--- src/rtl/instr_fetch_queue_if.sv ---
`default_nettype none
// +----------------------------------------------------------------------+
// | instr_fetch_queue_if : memory port, redirect and decode handshake    |
// | Revision 1.0                                                         |
// +----------------------------------------------------------------------+
interface instr_fetch_queue_if #(
    parameter int DEPTH = 4
);
    localparam int CNT_W = $clog2(DEPTH) + 1;

    logic [7:0]       imem_addr;
    logic             imem_rd;
    logic [7:0]       imem_q;
    logic             redirect;
    logic [7:0]       redirect_pc;
    logic             out_ready;
    logic             out_valid;
    logic [7:0]       out_instr;
    logic [7:0]       out_pc;
    logic [CNT_W-1:0] occupancy;

    modport master (
        output imem_addr, imem_rd, out_valid, out_instr, out_pc, occupancy,
        input  imem_q, redirect, redirect_pc, out_ready
    );

    modport slave (
        input  imem_addr, imem_rd, out_valid, out_instr, out_pc, occupancy,
        output imem_q, redirect, redirect_pc, out_ready
    );
endinterface
`default_nettype wire

--- src/rtl/instr_fetch_queue.sv ---
`default_nettype none
// +----------------------------------------------------------------------+
// | instr_fetch_queue : prefetching fetch stage with PC-tagged FIFO      |
// | Revision 1.0                                                         |
// +----------------------------------------------------------------------+
module instr_fetch_queue #(
    parameter int         DEPTH    = 4,
    parameter logic [7:0] RESET_PC = 8'h00
) (
    input  logic                clock,
    input  logic                reset,
    instr_fetch_queue_if.master bus
);
    localparam int PTR_W = $clog2(DEPTH);
    localparam int CNT_W = PTR_W + 1;

    typedef struct packed {
        logic [7:0] instr;
        logic [7:0] pc;
    } entry_t;

    entry_t           buf_q [DEPTH];
    entry_t           buf_d [DEPTH];
    entry_t           head;
    logic [7:0]       fetch_pc_q, fetch_pc_d;
    logic [7:0]       inflight_pc_q, inflight_pc_d;
    logic             inflight_q, inflight_d;
    logic [PTR_W-1:0] wr_ptr_q, wr_ptr_d;
    logic [PTR_W-1:0] rd_ptr_q, rd_ptr_d;
    logic [CNT_W-1:0] count_q, count_d;
    logic             issue;
    logic             push;
    logic             pop;
    logic             head_valid;

    // An in-flight fetch reserves a slot, so issue never outruns free space.
    always_comb begin
        head_valid    = reset && !bus.redirect && (count_q != '0);
        issue         = reset && !bus.redirect &&
                        ((32'(count_q) + 32'(inflight_q)) < 32'(DEPTH));
        push          = inflight_q && !bus.redirect;
        pop           = head_valid && bus.out_ready;

        fetch_pc_d    = fetch_pc_q;
        inflight_d    = inflight_q;
        inflight_pc_d = inflight_pc_q;
        wr_ptr_d      = wr_ptr_q;
        rd_ptr_d      = rd_ptr_q;
        count_d       = count_q;
        buf_d         = buf_q;

        if (bus.redirect) begin
            fetch_pc_d = bus.redirect_pc;
            inflight_d = 1'b0;
            wr_ptr_d   = '0;
            rd_ptr_d   = '0;
            count_d    = '0;
        end else begin
            inflight_d = issue;
            if (issue) begin
                inflight_pc_d = fetch_pc_q;
                fetch_pc_d    = fetch_pc_q + 8'd1;
            end
            if (push) begin
                buf_d[wr_ptr_q] = '{instr: bus.imem_q, pc: inflight_pc_q};
                wr_ptr_d        = wr_ptr_q + PTR_W'(1);
            end
            if (pop) begin
                rd_ptr_d = rd_ptr_q + PTR_W'(1);
            end
            case ({push, pop})
                2'b10:   count_d = count_q + CNT_W'(1);
                2'b01:   count_d = count_q - CNT_W'(1);
                default: count_d = count_q;
            endcase
        end
    end

    always_ff @(posedge clock) begin
        if (!reset) begin
            fetch_pc_q    <= RESET_PC;
            inflight_q    <= 1'b0;
            inflight_pc_q <= RESET_PC;
            wr_ptr_q      <= '0;
            rd_ptr_q      <= '0;
            count_q       <= '0;
        end else begin
            fetch_pc_q    <= fetch_pc_d;
            inflight_q    <= inflight_d;
            inflight_pc_q <= inflight_pc_d;
            wr_ptr_q      <= wr_ptr_d;
            rd_ptr_q      <= rd_ptr_d;
            count_q       <= count_d;
        end
    end

    // Storage is deliberately left out of reset; pointers alone define validity.
    always_ff @(posedge clock) begin
        buf_q <= buf_d;
    end

    assign head          = buf_q[rd_ptr_q];
    assign bus.imem_addr = fetch_pc_q;
    assign bus.imem_rd   = issue;
    assign bus.out_valid = head_valid;
    assign bus.out_instr = head.instr;
    assign bus.out_pc    = head.pc;
    assign bus.occupancy = count_q;

endmodule
`default_nettype wire
--- src/flat_wrapper.sv ---
// flat-port wrapper written by rule: the top's interface ports become plain ports
module instr_fetch_queue_flat 
#(
    parameter int         DEPTH    = 4,
    parameter logic [7:0] RESET_PC = 8'h00
)
  (clock, reset, bus_imem_addr, bus_imem_rd, bus_out_valid, bus_out_instr, bus_out_pc, bus_occupancy, bus_imem_q, bus_redirect, bus_redirect_pc, bus_out_ready);
  instr_fetch_queue_if #(.DEPTH(DEPTH)) bus_i ();
  input  logic clock;
  input  logic reset;
  output wire logic [$bits(bus_i.imem_addr)-1:0] bus_imem_addr;
  output wire logic [$bits(bus_i.imem_rd)-1:0] bus_imem_rd;
  output wire logic [$bits(bus_i.out_valid)-1:0] bus_out_valid;
  output wire logic [$bits(bus_i.out_instr)-1:0] bus_out_instr;
  output wire logic [$bits(bus_i.out_pc)-1:0] bus_out_pc;
  output wire logic [$bits(bus_i.occupancy)-1:0] bus_occupancy;
  input wire logic [$bits(bus_i.imem_q)-1:0] bus_imem_q;
  input wire logic [$bits(bus_i.redirect)-1:0] bus_redirect;
  input wire logic [$bits(bus_i.redirect_pc)-1:0] bus_redirect_pc;
  input wire logic [$bits(bus_i.out_ready)-1:0] bus_out_ready;
  assign bus_imem_addr = bus_i.imem_addr;
  assign bus_imem_rd = bus_i.imem_rd;
  assign bus_out_valid = bus_i.out_valid;
  assign bus_out_instr = bus_i.out_instr;
  assign bus_out_pc = bus_i.out_pc;
  assign bus_occupancy = bus_i.occupancy;
  assign bus_i.imem_q = bus_imem_q;
  assign bus_i.redirect = bus_redirect;
  assign bus_i.redirect_pc = bus_redirect_pc;
  assign bus_i.out_ready = bus_out_ready;
  instr_fetch_queue #(.DEPTH(DEPTH), .RESET_PC(RESET_PC)) u_core (.clock(clock), .reset(reset), .bus(bus_i));
endmodule
--- config.mk ---
export PLATFORM = sky130hd
export DESIGN_NAME = instr_fetch_queue_flat
export DESIGN_NICKNAME = d
export VERILOG_FILES = /design/src/rtl/instr_fetch_queue_if.sv /design/src/rtl/instr_fetch_queue.sv /design/src/flat_wrapper.sv
export SDC_FILE = /design/constraint.sdc
export NUM_CORES = 1
export LEC_CHECK = 0
export ABC_AREA = 0
export CAP_MARGIN = 20
export CELL_PAD_IN_SITES_DETAIL_PLACEMENT = 2
export CELL_PAD_IN_SITES_GLOBAL_PLACEMENT = 2
export CORE_ASPECT_RATIO = 1.5
export CORE_MARGIN = 1
export CORE_UTILIZATION = 43
export CTS_BUF_LIST = sky130_fd_sc_hd__clkbuf_4 sky130_fd_sc_hd__clkbuf_8
export CTS_CLUSTER_SIZE = 20
export DETAILED_ROUTE_END_ITERATION = 10
export GPL_ROUTABILITY_DRIVEN = 0
export GPL_TIMING_DRIVEN = 0
export HOLD_SLACK_MARGIN = 0.08
export PLACE_DENSITY = 0.82
export SLEW_MARGIN = 20
export SYNTH_ARGS = -nofsm -noshare
export SYNTH_HDL_FRONTEND = slang
export SYNTH_SLANG_ARGS = --single-unit
--- constraint.sdc ---
create_clock -name clock -period 6.2 [get_ports clock]
set_input_delay 1.55 -clock clock [delete_from_list [all_inputs] [get_ports clock]]
set_output_delay 1.55 -clock clock [all_outputs]
set_load 0.005 [all_outputs]
== After elaboration in Yosys (flattened, before gate mapping) ==
Index checks and enable logic that the tools add are counted.
Storage, ports and cells
  output and inout bits: 29
  input bits: 20
  register bits after elaboration: 88
  word-level logic and storage cells: 52
Cells by class
  muxes and demuxes: 9
  bitwise operators: 4
  add/subtract/negate cells: 6
  eq/ne operators: 2
  $lt $le $gt $ge: 4
  reduce and logical (&&, ||, !) cells: 13
Operators by type and width (number)
  $bwmux W64: 1
  $mux W16: 3
  $bmux W16 S2: 1
  $demux W16 S2: 1
  $lt A32 B3 Y1 const B: 1
  $mux W8: 2
  $add A8 B1 Y8 const B: 1
  $ge A3 B3 Y1 const B: 2
  $logic_and A1 B1 Y1: 6
  $not A2 Y3: 2
  $pmux W3 S2: 1
  $add A2 B1 Y2 const B: 2
  $add A3 B1 Y4: 1
  $reduce_and A2 Y1: 2
  $reduce_bool A2 Y1: 2
  $add A3 B1 Y3 const B: 1
  $lt A3 B1 Y1 const B: 1
  $reduce_bool A3 Y1: 1
  $sub A3 B1 Y3 const B: 1
  $eq A2 B1 Y1 const B: 1
  $eq A2 B2 Y1 const B: 1
  $not A1 Y1: 2
  $reduce_or A2 Y1: 1
  $logic_not A1 Y1: 1

== Longest topological paths before layout ==
  depth in word-level cells: 6
  depth in mapped cells: 9
  gate-level depth less buffers: 8

== Least setup slack after synthesis ==
Ideal clock, no wire load.
  path kind: in2out
  start: in bus_redirect
  end: out bus_imem_rd
  required time: 4.650 ns
  path buffers: 2
  setup slack: 2.125 ns
  arrival time: 2.525 ns
  stages: 5
  cells stage by stage: nand2b_1 buf_6 or3_1 inv_1 buf_2
Between the ends
  cells in the longest elaborated chain, start to end: 3
Ends and longest elaborated chain
  start, declared: line flat_wrapper.sv:18  | input wire logic [$bits(bus_i.redirect)-1:0] bus_redirect;
  $logic_not A1 Y1: line instr_fetch_queue.sv:39  | issue = reset && !bus.redirect &&
  $logic_and A1 B1 Y1 (2 in a row): line instr_fetch_queue.sv:39
  end, declared: line flat_wrapper.sv:12  | output wire logic [$bits(bus_i.imem_rd)-1:0] bus_imem_rd;
Every way passes these cells.

== Worst setup path after layout ==
  start: in reset
  end: out bus_imem_rd
Between the ends
  cells in the longest elaborated chain, start to end: 2
Ends and longest elaborated chain
  start, declared: line flat_wrapper.sv:10  | input logic reset;
  $logic_and A1 B1 Y1 (2 in a row): line instr_fetch_queue.sv:39
Every way passes these cells.

==> metrics.md <==
| Metric | Value |
|---|---|
| LEAKAGE | 1.44 nW |
| Utilization after layout | 0.562 |
| Synth Register Bits | 88 |
| Max VDD drop | 0.156 mV |
| Num CTS Buffers | 9 |
| R2r endpoint | u_core.bus.occupancy[2] |
| CP arrival | 3830 ps |
| First-pass GRT wire length | 15.1 mm |
| Hold WC Path Type | reg -> reg |
| Gr usage total | 0.261 |
| Cell area power density | 286 nW/um^2 |
| CTS root buffer | clkbuf_8 |
| Sequential power share | 0.524 |
| Vias | 2178 |
| RSZ-0062 raised after global routing | no |
| Largest stage delay, worst path | 540 ps |
| Crit share post-route | 0.868 |
| TritonRoute pass-1 iters | 4 |
| Number of synthesized flops with an enable pin | 64 |
| Fin. Hold Viols | 0 |
| CTS tree | built |
| Most frequent cell after synthesis | edfxtp_1 |
| Post-CTS resize count | 0 |
| Worst Path Required | 4650 ps |
| Design Area, Final | 4330 um^2 |
| Area of the core | 7710 um^2 |
| Setup violators final | 0 |
| Die ar. | 8420 um^2 |
| Post-synth top area share | 0.555 |
| Ys async rst share | 0 |
| Synth unique cells | 34 |
| Post-DP HPWL | 5.82 mm |
| Crit. Startpoint | reset |
| P&R area growth vs syn | 25.2% |
| Switching share of power | 0.206 |
| Total Power Consumption | 1.24 mW |
| Critical path startpoint category | input port |
| Maximum clock insertion buffer count | 2 |
| Worst-margin pin slew | 920 ps |
| Setup TNS | 0 ps |
| Clk_lat worst skew | 360 ps |
| Slowest CP cell | clkdlybuf4s50_1 |
| R2r worst-path depth | 8 |
| Post-synth top flop | edfxtp_1 |
| Power Internal | 0.982 mW |
| Setup crit end kind | output port |
| Clk_skew | 12.7 ps |
| Mapped cell area | 3460 um^2 |
| Worst r2r src | u_core.bus.occupancy[0] |
| P_sw | 0.255 mW |
| Synth cell count leaders | edfxtp_1 (64), dfxtp_1 (24), nand2_1 (21), mux4_2 (16), a21oi_1 (13) |
| DRC | 0 |
| Chip height | 112 um |
| Largest cells by area after synthesis | edfxtp_1 (56%), dfxtp_1 (14%), mux4_2 (10%), nand2_1 (2.3%), ha_1 (2.2%) |
| Max FO, Critical Path | 10 |
| Combinational share of power | 0.050 |
| Port bufs | 48 |
| DR WL/cell | 25.5 um |
| Initial antenna violation count | 0 |
| Max-cap violations | 0 |
| Total congestion overflow | 0 |
| Cell Area, Placed | 4070 um^2 |
| CTS H-tree depth | 3 |
| Final wirelength | 9.93 mm |
| Mapped Nets | 250 |
| YS warnings | 0 |
| Clock share of power | 0.425 |
| Status | completed |
| Worst slew margin | 0.387 |
| Ant. Diodes | 0 |
| Largest net degree at the start of global routing | 17 |
| Initial DRC count | 148 |
| Fmax | 0.186 GHz |
| Avg Inst Size Synth | 15.5 um^2 |
| Routed Antenna Nets | 0 |
| Share of cells above drive strength 1 | 0.132 |
| Clock Sinks | 88 |
| Top Ports | 49 |
| Mapped Cells | 223 |
| Final nets | 309 |
| Vias per cell | 5.60 |
| Register-to-Register Setup Slack | 3710 ps |
| Worst setup endpoint | bus_imem_rd |
| CTS Hold Bufs | 0 |
| Post-synthesis sequential area ratio | 0.694 |
| Vias in the first global route | 2452 |
| Slew Viols, Final | 0 |
| Post-CTS Setup Inserts | 0 |
| Final min period | 5380 ps |
| Setup CP Type | in -> out |
| DIE WIDTH | 75.3 um |
| Cell taking the most area after synthesis | edfxtp_1 |
| CP cell instances | clkdlybuf4s50_1 -> nand2b_1 -> buf_6 -> or3_1 -> inv_1 -> buf_2 -> clkdlybuf4s50_1 |
| Cells after DPL | 373 |
| Clock-pin transition on the worst setup and hold timing paths | 90 ps |
| Worst path most repeated cell | clkdlybuf4s50_1 |
| Finished Layout Cells | 389 |
| Starting density of the core | 0.449 |
| Row cnt | 39 |
[routing by layer]
metal,routed length (um),track usage
met5,0,0
met4,192,0.0877
met3,317,0.0425
met2,5390,0.458
met1,4030,0.320
[power groups by stage]
| stage | combinational (mW) | sequential [mW] | clock [mW] |
|---|---|---|---|
| 3_3_place_gp | 0.0568 | 0.660 | 0 |
| 6_report | 0.0624 | 0.649 | 0.526 |
| 2_1_floorplan | 0.0237 | 0.658 | 0 |
| 3_5_place_dp | 0.0604 | 0.661 | 0 |
| 4_1_cts | 0.0631 | 0.648 | 0.532 |
| 5_1_grt | 0.0671 | 0.650 | 0.561 |
[worst min path at each step]
stage,start,end,cells past startpoint
6_report,u_core.inflight_pc_q[7],u_core.buf_q[55],0
5_1_grt,u_core.inflight_pc_q[7],u_core.buf_q[55],0
4_1_cts,u_core.inflight_pc_q[2],u_core.buf_q[34],0
3_5_place_dp,u_core.inflight_pc_q[6],u_core.inflight_pc_q[6],2
3_3_place_gp,u_core.inflight_pc_q[5],u_core.buf_q[21],0
2_1_floorplan,u_core.inflight_pc_q[0],u_core.buf_q[0],0
[placed cells by master, fill, tap and decap left out, types with 3 or more instances in the layout]
| master | Yosys | final |
|---|---|---|
| mux4_2 | 16 | 16 |
| or3_1 | 4 | 4 |
| buf_2 | 4 | 4 |
| nand3_1 | 5 | 5 |
| clkdlybuf4s50_1 | 0 | 48 |
| edfxtp_1 | 64 | 64 |
| bufinv_16 | 0 | 4 |
| clkbuf_1 | 5 | 5 |
| clkbuf_8 | 0 | 9 |
| and2_1 | 5 | 5 |
| a32oi_1 | 3 | 3 |
| a31oi_1 | 3 | 3 |
| nand2_1 | 21 | 21 |
| a21oi_1 | 13 | 13 |
| dfxtp_1 | 24 | 24 |
| a22oi_1 | 3 | 3 |
| inv_1 | 12 | 12 |
| nor2_1 | 9 | 9 |
| o311ai_0 | 3 | 3 |
| ha_1 | 6 | 6 |
[worst max-delay path: cells and delay by family]
family	cells	cell delay, ps
AND/OR/NAND/NOR	2	510
buffers and inverters	5	1760
[cell families (layout without fill, tap and decap cells)]
group	after synthesis	count (layout)	synth area share
flip-flops	88	88	0.694
AND/OR/NAND/NOR	54	54	0.0748
AO/OA/AOI/OAI	29	29	0.0528
buffers and inverters	22	86	0.0275
multiplexers	19	19	0.113
adder cells (fa/ha/maj)	7	7	0.0275
XOR/XNOR	4	4	0.0101
[flip-flops by register name (all words and copies together), names as in the netlist]
signal,count
u_core.wr_ptr_q,2
u_core.bus.occupancy,3
u_core.buf_q,64
u_core.inflight_pc_q,8
u_core.inflight_q,1
u_core.bus.imem_addr,8
u_core.rd_ptr_q,2
[final cells by class]
class | count | area (um^2)
timing repair buffer | 48 | 480
fill | 723 | 3380
inverter | 12 | 45.0
clock buffer | 10 | 131
clock inverter | 6 | 131
tap | 102 | 128
buffer | 10 | 50.0
multi-input combinational | 113 | 965
sequential | 88 | 2400
[stage by stage]
step / hold WS [ps] / worst slack, ps
3_3_place_gp: 473 / 867
6_report: 523 / 818
4_1_cts: 519 / 790
3_5_place_dp: 509 / 817
2_1_floorplan: 460 / 2120
5_1_grt: 534 / 718
Note: power is estimated with default switching activity, not from simulation.
==> patch 1: new RTL, same flow settings <==
Reset style: asynchronous (`reset`), changed in one clocked block.
--- a/src/rtl/instr_fetch_queue.sv
+++ b/src/rtl/instr_fetch_queue.sv
@@ -76,7 +76,7 @@
         end
     end
 
-    always_ff @(posedge clock) begin
+    always_ff @(posedge clock or negedge reset) begin
         if (!reset) begin
             fetch_pc_q    <= RESET_PC;
             inflight_q    <= 1'b0;
Function: differs if reset is asserted again (counterexample within 4 cycles, from zero or initial values and one cycle with reset low); with reset held inactive, the same outputs for 10 cycles.
==> patch 1 against the original RTL <==
Routed wire length shrank 16%. Core utilization shrank 1.5 points. Cell area grew 2.4%. Synthesized area grew 4.5%. Worst setup slack gained 0.27 ns. Total power shrank 0.92%. Critical path depth is the same. Sequential cell count is the same. Critical endpoint unchanged. Largest power group unchanged.
==> patch 1: results (changes against the original RTL) <==
Min path
  – Hold path start: u_core.inflight_pc_q[5]$_DFFE_PN0P_
  – Hold endpoint: u_core.buf_q[21]$_DFFE_PP_

Outcome
  – Outcome: finished, final reports clean

Synthesis
  – Synth top cells by count: 64 x edfxtp_1, 24 x dfrtp_1, 24 x nand2_1, 16 x mux4_2, 11 x nor2_1
  – Ranking of synthesized cells by area: edfxtp_1 53%, dfrtp_1 17%, mux4_2 10%
  – Syn nets: 244 (-2.4%)
  – Fraction of synthesized cell area in xor and xnor cells: 1.210% (+0.20 points)

Power
  – Pwr dens: 276.3 nW/µm² (-3.2%)
  – Net Sw Frac: 22.31% (+1.7 points)
  – Power Sequential: 0.697 mW (+7.4%)
  – Reported combinational group power: 0.117 mW (+88%)

Worst setup path
  – Critical R2R Capture: u_core.bus.occupancy[2]$_DFFE_PN0P_
  – Reg2reg path depth: 7 (-1)
  – Critical path's largest stage delay: 0.50 ns (-0.04 ns)
  – Crit-path max FO: 26 (+16)
  – R2r startpoint: u_core.bus.occupancy[0]$_DFFE_PN0P_

Detailed routing
  – Metal3 WL: 226 µm (-29%)
  – DRT iter0 DRCs: 123 (-17%)
  – Via-to-Cell Ratio: 5.346 (-4.5%)
  – Met2 WL: 4.598 mm (-15%)
  – WL per Instance: 21.42 µm (-16%)

Place
  – Placed inst area: 4225 µm² (+3.8%)

Clock tree
  – Clock latency on the worst-skew pair: 0.34 ns (-0.02 ns)

Cells and area
  – Layout fillers: 760 (+5.1%)

Global routing
  – Grt met2 use: 38.21% (-7.6 points)
  – Met1 global-route usage: 25.62% (-6.3 points)
  – Largest net degree at the start of global routing: 27 (+10)
  – Met3 Use GR: 3.745% (-0.51 points)
==> patch 1: final cells by class <==
| cell class | count | area (µm²) | share of cell area (%) |
|---|---|---|---|
| flip-flops and latches | 88 | 2522 | 56.85 |
| multi-input cells | 113 | 988.4 | 22.28 |
| repair buffers | 48 | 475.5 | 10.72 |
| clock buffers | 13 | 172.7 | 3.892 |
| well taps | 105 | 131.4 | 2.961 |
| plain buffers | 10 | 76.32 | 1.720 |
| clock inverters | 3 | 38.79 | 0.8742 |
| inverters | 7 | 31.28 | 0.7050 |
==> patch 1: metrics by stage <==
| step | setup slack (ns) | std cells | utilization [%] | hold slack (ns) |
|---|---|---|---|---|
| after floorplan | 2.252 | 218 | - | 0.4758 |
| after global placement | 0.1550 | 371 | 52.18 | 0.4889 |
| after detailed placement | 1.052 | 371 | 52.11 | 0.5312 |
| after CTS | 1.040 | 387 | 54.72 | 0.5491 |
| after global routing | 0.9221 | 387 | 54.72 | 0.5722 |
| final | 1.087 | 387 | 54.72 | 0.5432 |
==> patch 2: new RTL, same flow settings <==
Made on the original files. `DEPTH` is set to 4 in 3 places; all go to 2.
--- a/src/rtl/instr_fetch_queue_if.sv
+++ b/src/rtl/instr_fetch_queue_if.sv
@@ -4,7 +4,7 @@
 // | Revision 1.0                                                         |
 // +----------------------------------------------------------------------+
 interface instr_fetch_queue_if #(
-    parameter int DEPTH = 4
+    parameter int DEPTH = 2
 );
     localparam int CNT_W = $clog2(DEPTH) + 1;
 
--- a/src/rtl/instr_fetch_queue.sv
+++ b/src/rtl/instr_fetch_queue.sv
@@ -4,7 +4,7 @@
 // | Revision 1.0                                                         |
 // +----------------------------------------------------------------------+
 module instr_fetch_queue #(
-    parameter int         DEPTH    = 4,
+    parameter int         DEPTH    = 2,
     parameter logic [7:0] RESET_PC = 8'h00
 ) (
     input  logic                clock,
--- a/src/flat_wrapper.sv
+++ b/src/flat_wrapper.sv
@@ -1,7 +1,7 @@
 // flat-port wrapper written by rule: the top's interface ports become plain ports
 module instr_fetch_queue_flat 
 #(
-    parameter int         DEPTH    = 4,
+    parameter int         DEPTH    = 2,
     parameter logic [7:0] RESET_PC = 8'h00
 )
   (clock, reset, bus_imem_addr, bus_imem_rd, bus_out_valid, bus_out_instr, bus_out_pc, bus_occupancy, bus_imem_q, bus_redirect, bus_redirect_pc, bus_out_ready);
Ports: changed (resized bus_occupancy); port bits go from 49 to 48. No check against the original RTL was run, so the function may have changed too.
==> patch 2 against the original RTL <==
Routed wire length fell by 29%. Non-clock buffer count fell by 5. Sequential cell count fell by 35. Total power fell by 45%. Clock power fell by 56%. Worst setup slack improved by 0.47 ns. Worst hold slack got worse by 0.031 ns. Synthesized area fell by 38%. Synthesized cell count fell by 27%. Cell area fell by 35%.
==> patch 2: results (changes against the original RTL) <==
Detailed routing
  – Via-to-Cell Ratio: 5.369 (-4.1%)
  – WL per Instance: 24.89 µm (-2.5%)
  – DRT iter0 DRCs: 47 (-68%)
  – Drt pass-1 iters: 5 (+1)

Place
  – Detailed Place HPWL: 4.103 mm (-30%)
  – Placed inst area: 2693 µm² (-34%)
  – Buffers added on ports: 46 (-4.2%)

Cells and area
  – Max reg flops: 32 (-50%)
  – Nets: 238 (-23%)
  – Top reg by flops: u_core.buf_q
  – N_diodes: 0 (unchanged)
  – Fraction of layout cells with a size suffix above 1: 9.259% (-4.0 points)

Synthesis
  – Ranking of synthesized cells by area: edfxtp_1 45%, dfxtp_1 20%, mux2_1 8.9%
  – Synth top cells by count: 32 x edfxtp_1, 27 x nand2_1, 21 x dfxtp_1, 17 x mux2_1, 11 x a21boi_1
  – EDFF count, synth: 32 (-50%)
  – Synth cell types: 37 (+8.8%)
  – Async S/R FF share, synth: 0% (unchanged)
  – Ys flop type: edfxtp_1
  – Syn nets: 185 (-26%)
  – Sequential area share after synthesis: 64.34% (-5.1 points)
  – Synth warn: 0 (unchanged)

Worst setup path
  – Critical path's largest stage delay: 0.52 ns (-0.02 ns)
  – Critical Path AT: 3.36 ns (-0.47 ns)
  – Crit path max-delay family: buffers and inverters
  – CP max-delay cell: clkdlybuf4s50_1

Global routing
  – Initial antenna violation count: 0 (unchanged)
  – Global-route wire length before repair: 10.33 mm (-31%)
  – Vias in the first global route: 1728 (-30%)
  – GRT Util Overall: 29.09% (+3.0 points)
  – Largest net degree at the start of global routing: 17 (unchanged)

Timing
  – Clock Skew: 0.008336 ns (-0.004321 ns)
  – Worst slew pin tran: 0.8939 ns (-0.02617 ns)

Clock tree
  – H-Tree Depth: 2 (-1)
  – Post-CTS resize count: 0 (unchanged)
  – Clk slew on worst S/H paths: 0.09 ns (about the same)
  – Clock latency on the worst-skew pair: 0.31 ns (-0.05 ns)
  – CTS Buf Count: 5 (-4)
  – Clock buffer depth: 2 (unchanged)
  – Post-CTS Setup Bufs: 0 (unchanged)

Power
  – Leak pwr: 1.028 nW (-28%)
  – VDD IR-drop max: 219.2 µV (+41%)

Outcome
  – Outcome: finished, final reports clean
## patch 2: changes by cell type in the layout (fill, tap and decap cells not counted), sizes merged, moves of 4 or more
cell | unedited run | this run
ha | 6 | 2
nand2 | 21 | 27
mux2 | 2 | 18
inv | 12 | 4
and2 | 5 | 1
mux4 | 16 | 0
edfxtp | 64 | 32
a21oi | 13 | 3
clkbuf | 15 | 5
nor2 | 9 | 4
a21boi | 0 | 13
## patch 2: worst paths after layout
kind,from,end,slack [ns],cells past startpoint
worst min register to register,u_core.inflight_pc_q[1]$_SDFFE_PN0P_,u_core.buf_q[17]$_DFFE_PP_,0.49,0
worst min-delay path,u_core.inflight_pc_q[1]$_SDFFE_PN0P_,u_core.buf_q[17]$_DFFE_PP_,0.49,0
worst max-delay path,bus_redirect,bus_imem_rd,1.29,6
worst max register to register,u_core.bus.occupancy[0]$_SDFFE_PP0P_,u_core.bus.occupancy[1]$_SDFFE_PP0P_,4.38,5
## patch 2: cell type report
class,instances,area (µm²)
Multi-Input combinational cell,99,713.2
Clock buffer,5,68.82
Buffer,7,40.04
Clock inverter,2,35.03
Fill cell,458,2013
Tap cell,66,82.58
Sequential cell,53,1381
Inverter,4,15.01
Timing Repair Buffer,46,460.4
## patch 2: cell families after synthesis
family / synth area share (%)
AOI/OAI and AO/OA: 9.675
xor gates and xnor gates: 2.040
adders and majority gates: 1.165
buffers and inverters: 2.564
DFF: 64.34
muxes: 9.615
and+or+nand+nor: 10.61
## patch 2: per-layer routing
metal / GRT usage [%] / up-vias / share of wire (%)
li1: - / 691 / -
met1: 32.77 / 764 / 38
met2: 52.32 / 51 / 55
met3: 6.433 / 8 / 4.3
met4: 10.99 / 0 / 2.0
met5: 0 / - / 0
## patch 2: per-stage QoR
stage	util (%)	instances	hold slack, ns	total power [mW]	setup WS [ns]
2_1_floorplan	-	163	0.4254	0.4173	2.510
4_1_cts	58.14	282	0.5014	0.6882	1.294
5_1_grt	58.14	282	0.5111	0.7029	1.261
3_3_place_gp	55.93	275	0.4314	0.4475	1.435
3_5_place_dp	55.98	275	0.4495	0.4522	1.410
6_report	58.14	282	0.4925	0.6835	1.285
## patch 2: report_power, final
group / total, mW / internal (mW) / switching [mW]
logic: 0.0588 / 0.0318 / 0.0271
clock network: 0.234 / 0.118 / 0.117
registers: 0.390 / 0.381 / 0.00943
